$ cat src/rtl/inst_buffer_pkg.sv
// inst_buffer_pkg: shared instruction-buffer sizing, entry field offsets and pointer helper
package inst_buffer_pkg;
  localparam int IB_WIDTH_LOG2  = 4;
  localparam int IB_DEPTH       = 1 << IB_WIDTH_LOG2;
  localparam int IB_DATA_BUS_WD = 66;
  localparam int INST           = 0;
  localparam int PC             = 32;
  localparam int PC_IS_JUMP     = 64;
  localparam int PC_VALID       = 65;
  function automatic logic [IB_WIDTH_LOG2-1:0] ib_ptr_add(input logic [IB_WIDTH_LOG2-1:0] ptr, input logic [2:0] off);
    return ptr + IB_WIDTH_LOG2'(off);
  endfunction
endpackage

$ cat src/rtl/inst_buffer.sv
// inst_buffer: circular fetch-to-decode buffer, 4-wide push, 2-wide pop, one-cycle flush
module inst_buffer
  import inst_buffer_pkg::*;
(
  input  logic                            clk,
  input  logic                            rst_n,
  input  logic                            flush_IB,
  input  logic [4*IB_DATA_BUS_WD-1:0]     if1_to_ib,
  input  logic [2:0]                      push_num,
  output logic [IB_WIDTH_LOG2:0]          can_push_size,
  output logic [2*IB_DATA_BUS_WD-1:0]     ib_to_id,
  output logic [1:0]                      ib_valid,
  input  logic [1:0]                      pop_num,
  output logic                            ib_overflow
);
  logic [IB_DATA_BUS_WD-1:0] mem [IB_DEPTH];
  logic [IB_WIDTH_LOG2-1:0]  head, tail;
  logic [IB_WIDTH_LOG2:0]    count, count_next;
  logic [1:0]                eff_pop;
  logic                      push_ok;
  // acceptance uses the pre-pop count so a same-cycle pop never widens the window
  always_comb begin
    push_ok    = ({1'b0, count} + 6'(push_num)) <= 6'(IB_DEPTH - 1);
    eff_pop    = ({3'b0, pop_num} > count) ? count[1:0] : pop_num;
    count_next = count + (push_ok ? 5'(push_num) : 5'd0) - 5'(eff_pop);
  end
  // storage is written only for accepted pushes and is never reset
  always_ff @(posedge clk) begin
    for (int k = 0; k < 4; k++)
      if (!flush_IB && push_ok && 3'(k) < push_num)
        mem[ib_ptr_add(tail, 3'(k))] <= if1_to_ib[k*IB_DATA_BUS_WD +: IB_DATA_BUS_WD];
  end
  // pointers, occupancy and sticky overflow; flush wins over push and pop
  always_ff @(posedge clk or negedge rst_n) begin
    if (!rst_n) begin
      head        <= '0;
      tail        <= '0;
      count       <= '0;
      ib_overflow <= 1'b0;
    end else if (flush_IB) begin
      head  <= '0;
      tail  <= '0;
      count <= '0;
    end else begin
      head  <= ib_ptr_add(head, {1'b0, eff_pop});
      tail  <= push_ok ? ib_ptr_add(tail, push_num) : tail;
      count <= count_next;
      if (!push_ok && push_num != 3'd0) ib_overflow <= 1'b1;
    end
  end
  // oldest two entries and their valids come straight from registered state
  always_comb begin
    ib_to_id      = {mem[ib_ptr_add(head, 3'd1)], mem[head]};
    ib_valid      = {count >= 5'd2, count != 5'd0};
    can_push_size = count;
  end
endmodule

$ cat config.mk
export PLATFORM = sky130hd
export DESIGN_NAME = inst_buffer
export DESIGN_NICKNAME = d
export VERILOG_FILES = /design/src/rtl/inst_buffer_pkg.sv /design/src/rtl/inst_buffer.sv
export SDC_FILE = /design/constraint.sdc
export NUM_CORES = 2
export LEC_CHECK = 0
export BUFFER_PORTS_ARGS = -buffer_cell sky130_fd_sc_hd__buf_4
export CAP_MARGIN = 30
export CORE_ASPECT_RATIO = 1.2
export CORE_UTILIZATION = 34
export DETAILED_ROUTE_END_ITERATION = 8
export GPL_ROUTABILITY_DRIVEN = 0
export PLACE_DENSITY_LB_ADDON = 0.15
export SETUP_SLACK_MARGIN = 0.1
export SYNTH_ARGS = -nofsm -noshare
export SYNTH_HDL_FRONTEND = slang
export SYNTH_SLANG_ARGS = --single-unit
$ cat constraint.sdc
create_clock -name clk -period 16.91 [get_ports clk]
set_input_delay 1.691 -clock clk [delete_from_list [all_inputs] [get_ports clk]]
set_output_delay 1.691 -clock clk [all_outputs]
set_load 0.05 [all_outputs]
Word level (Yosys, flattened, before mapping)
Memory sizes are Yosys's and may differ from the RTL's.
Cells that the tools add are included.
{"block": "op_classes", "n_addsub": 9, "mul": 0, "div": 0, "n_lt_le_gt_ge": 7, "n_eq_ne": 0, "shifts": 0, "mux": 14, "n_bitwise": 1, "n_reduce_logical": 12}
{"cell": "2-to-1 mux 4 bit", "count": 3}
{"cell": "adder 4 x 1 -> 4 bit, second input constant", "count": 2}
{"cell": "adder 4 x 2 -> 4 bit, second input constant", "count": 2}
{"cell": "2-to-1 mux 1 bit", "count": 8}
{"cell": "adder 5 x 3 -> 6 bit", "count": 1}
{"cell": "less-or-equal comparator 6 x 4 -> 1 bit, second input constant", "count": 1}
{"cell": "logical AND 1 bit", "count": 6}
{"cell": "less-than comparator 1 x 3 -> 1 bit, first input constant", "count": 2}
{"cell": "less-than comparator 2 x 3 -> 1 bit, first input constant", "count": 2}
{"cell": "adder 5 x 3 -> 5 bit", "count": 1}
{"cell": "greater-or-equal comparator 5 x 2 -> 1 bit, second input constant", "count": 1}
{"cell": "> comparator 2 x 5 -> 1 bit", "count": 1}
{"cell": "2-to-1 mux 5 bit", "count": 1}
{"cell": "nonzero test 5 bit", "count": 1}
{"cell": "subtractor 5 x 2 -> 5 bit", "count": 1}
{"cell": "adder 4 x 2 -> 4 bit", "count": 1}
{"cell": "adder 4 x 3 -> 4 bit", "count": 1}
{"cell": "2-to-1 mux 3 bit", "count": 1}
{"cell": "nonzero test 3 bit", "count": 1}
{"cell": "zero test 1 bit", "count": 2}
{"cell": "2-to-1 mux 2 bit", "count": 1}
{"cell": "AND reduction 2 bit", "count": 1}
{"cell": "nonzero test 2 bit", "count": 1}
{"cell": "NOT 1 bit", "count": 1}
{"block": "totals", "regBits": 14, "latch_bits": 0, "ram_bits": 1056, "romBits": 0, "inputBits": 272, "wordCells": 48, "mem_count": 1}
{"memory": "mem", "words": 16, "width": 66, "read_ports": 2, "rd_clocked_by_memory_dff": 0, "write_ports": 4, "line_no": "inst_buffer.sv:16", "text": "logic [IB_DATA_BUS_WD-1:0] mem [IB_DEPTH];"}

Logic depth before layout (Yosys ltp)
{"block": "logic_depth", "word_depth": 6, "ltp_mapped": 19, "depth_no_buf": 17}

Least setup slack after synthesis
Ideal clock, no wire load.
{"block": "synth_path", "kind": "input-to-reg", "from": "in push_num[0]", "to": "mem mem[7][0], enable pin", "setup_ps": 581, "arrival_ps": 8143, "required_time_ps": 16329, "path_slack_ps": 8185, "path_stages": 10, "path_buffers": 2, "path_cell_list": "ha_1 > inv_1 > fa_1 > and2b_1 > o211a_2 > and3_1 > buf_2 > buf_2 > nand4b_1 > o21ai_0"}
{"element": "start: declaration", "line_no": "inst_buffer.sv:9", "text": "input logic [2:0] push_num,"}
{"element": "end: declaration", "line_no": "inst_buffer.sv:16"}

Worst setup path after layout
{"block": "layout_path", "from": "reg head[0]", "to": "out ib_to_id[35]"}
{"block": "layout_via", "elab_chain_cells": 1}
{"element": "start: declaration", "line_no": "inst_buffer.sv:17", "text": "logic [IB_WIDTH_LOG2-1:0] head, tail;"}
{"element": "start signal: assignment", "line_no": "inst_buffer.sv:45", "text": "head <= ib_ptr_add(head, {1'b0, eff_pop});"}
{"element": "memory read (16 x 66 bit)"}
{"element": "end: declaration", "line_no": "inst_buffer.sv:11", "text": "output logic [2*IB_DATA_BUS_WD-1:0] ib_to_id,"}
No other way between the ends.

==> impl_results.md <==
- Count of cell types in the netlist: 59
- Min-delay src: ib_overflow
- Outcome: finished, final reports clean
- Setup TNS: 0 ns
- CTS tree: built
- Slew HR: 21.1%
- Dominant cell type by area after synthesis: edfxtp_1
- Leakage: 29.7 nW
- Worst R2R End: mem[6][12]
- Skew final: 0.0352 ns
- Cells after Synth: 8,078
- Initial Utilization: 34.3%
- I/O Pins: 412
- Via count: 78,517
- Crit start category: register
- 1st-iter DRT viols: 13,068
- Die area: 0.237 mm²
- Layout area overhead: 12.0%
- Overflow after GRT: 0
- Hold buffer count at CTS: 0
- Drt drc: 0
- Worst Setup End Kind: output port
- Worst-Margin Slew: 1.18 ns
- Clock Root Buffer: clkbuf_16
- Total Wirelength: 445,000 µm
- WL per Instance: 40.9 µm
- Die width: 444 µm
- Post-synth top area share: 39.7%
- Chip height: 533 µm
- Port Buf Inserts: 411
- DRT antenna net count: 0
- Dominant cells by area after synthesis: edfxtp_1, mux4_2, nand2_1, a211oi_1, o21ai_0
- EDFF count, synth: 1,056
- Nets@finish: 7,973
- Vias in the first global route: 74,469
- First-pass GRT wire length: 608,000 µm
- Setup violations, final: 0
- Post-CTS setup buffers: 0
- Resized Gates After CTS: 0
- Multi-input gate area: 0.0437 mm²
- Final HPWL DP: 261,000 µm
- Storage element area: 0.0321 mm²
- Post-DP Area: 0.0850 mm²
- Clock tree sinks: 1,070
- Final Hold Fails: 0
- Clk_lat worst skew: 0.83 ns
- Worst EP required: 15.22 ns
- P per Cell Area: 172 mW/mm²
- Final Critical Period: 7.05 ns
- R2R Path Start: can_push_size[0]
- PnR worst setup slack: 9.86 ns
- FFs w/ async S/R, synth: 1.31%
- Worst reg2reg path depth: 12
- Row count: 194
- FMAX: 142 MHz
- Mapped Nets: 8,377
- Synthesis warning total: 0
- Routed vias/inst: 7.23
- Drt first pass iters: 7
- Synth Cell Area: 0.0799 mm²
- H-tree levels: 4
- Total track usage: 36.3%
- Antenna violations before repair: 57
- Endpoint of the worst hold path: ib_overflow
- Most frequent cells in the layout: nand2_1, edfxtp_1, o21ai_0
- Crit share post-route: 41.7%
- Worst path arrival time: 5.36 ns
- Crit-path max FO: 53
- Longest Clk Path Bufs: 3
- Commonest non-fill, non-tap cell in the layout: nand2_1
- Worst Hold Depth: 1
- Clk slew on worst S/H paths: 0.06 ns
- Core Area: 0.233 mm²
- Sequential element share of the synthesized area: 40.1%
- Min-Delay Path Class: reg2reg
- Maxcap violations: 0
- Final instance area: 0.0895 mm²
- Fin. max-slew vios: 0
- Num CTS Buffers: 135
- VDD IR max: 0.176 mV
- Share of cells above drive strength 1: 20.3%
- Syn avg cell area: 9.89 µm²
- # fillers: 22,523
- Crit Path Category: reg2out
- Yosys reg bits: 1,070
- RSZ-0062 raised after global routing: no
- Setup WS pre-CTS: 9.95 ns
- R2R Setup Slk: 10.99 ns
- Pin count of the biggest net entering global routing: 133
- Top_reg_cell synth: edfxtp_1
[power by group]
part	internal, mW	switching [mW]	total, mW
sequential	3.56	0.304	3.86
clock	1.60	1.30	2.90
combinational	3.13	5.52	8.66
[synthesized netlist by cell type (all sizes together), types with 12 or more instances]
library cell,n
a211oi,580
a21oi,78
a31oi,329
and2,40
and3,206
buf,266
clkbuf,917
dfrtp,14
edfxtp,1056
ha,22
inv,86
mux2i,68
mux4,660
nand2,1365
nand3,17
nand4,12
nor2,269
nor2b,164
nor3,165
nor4,15
o211a,82
o21ai,994
o22ai,396
o31ai,198
[layer usage]
metal	share of wire, %	track usage, %	vias to the layer above
met4	8.1	26.3	40
met3	13	11.0	1878
met2	45	55.3	7162
met5	0.060	0	-
li1	-	-	30393
met1	35	43.5	39044
[critical path, stage by stage (launching register included)]
cell and delay (ns):
dfrtp_4 0.77, buf_4 0.58, buf_4 0.75, buf_4 0.84, mux4_2 0.69, mux4_2 0.55, buf_4 0.21
[cell families (layout without fill, tap and decap cells)]
family                     Yosys count  count (layout)  synth area share [%]
DFF                               1070            1070                  40.1
adders and majority gates           27              27                 0.470
buffers and inverters             1269             973                  6.11
AOI/OAI and AO/OA                 2683            2683                  21.0
and+or+nand+nor                   2286            2286                  12.6
other                                0              41                     0
muxes                              730             730                  19.5
xor gates and xnor gates            13              13                 0.152
[state kept, by name, summed over array words and instances, names as in the netlist]
register,cells
mem,1056
head,4
can_push_size,5
ib_overflow,1
tail,4
[worst max path at each step]
stage / slack, ns / depth (start not counted) / to / start
3_5_place_dp: 9.95 / 12 / mem[9][43] / push_num[0]
4_1_cts: 9.86 / 6 / ib_to_id[35] / head[0]
3_3_place_gp: 10.00 / 13 / mem[6][24] / push_num[0]
6_report: 9.86 / 6 / ib_to_id[35] / head[0]
2_1_floorplan: 8.19 / 10 / mem[7][0] / push_num[0]
5_1_grt: 9.70 / 6 / ib_to_id[35] / head[0]
[area by class of cell]
type,count,area share [%]
Timing Repair Buffer,642,6.00
Inverter,86,0.361
Tap cell,3038,4.25
Clock inverter,65,0.522
Sequential cell,1070,35.9
Clock buffer,180,4.11
Antenna cell,41,0.115
Multi-Input combinational cell,5739,48.8
[metrics by stage]
step                util, %  cells  hold slack (ns)  power [mW]
floorplan                 -   8078            0.612        9.34
global placement       36.3  10547            0.514        12.2
detailed placement     36.5  10567            0.526        12.4
CTS                    38.3  10812            0.543        15.3
global route           38.4  10835            0.560        15.7
finish                 38.4  10861            0.559        15.4
Power figures use the tool's default switching activity.
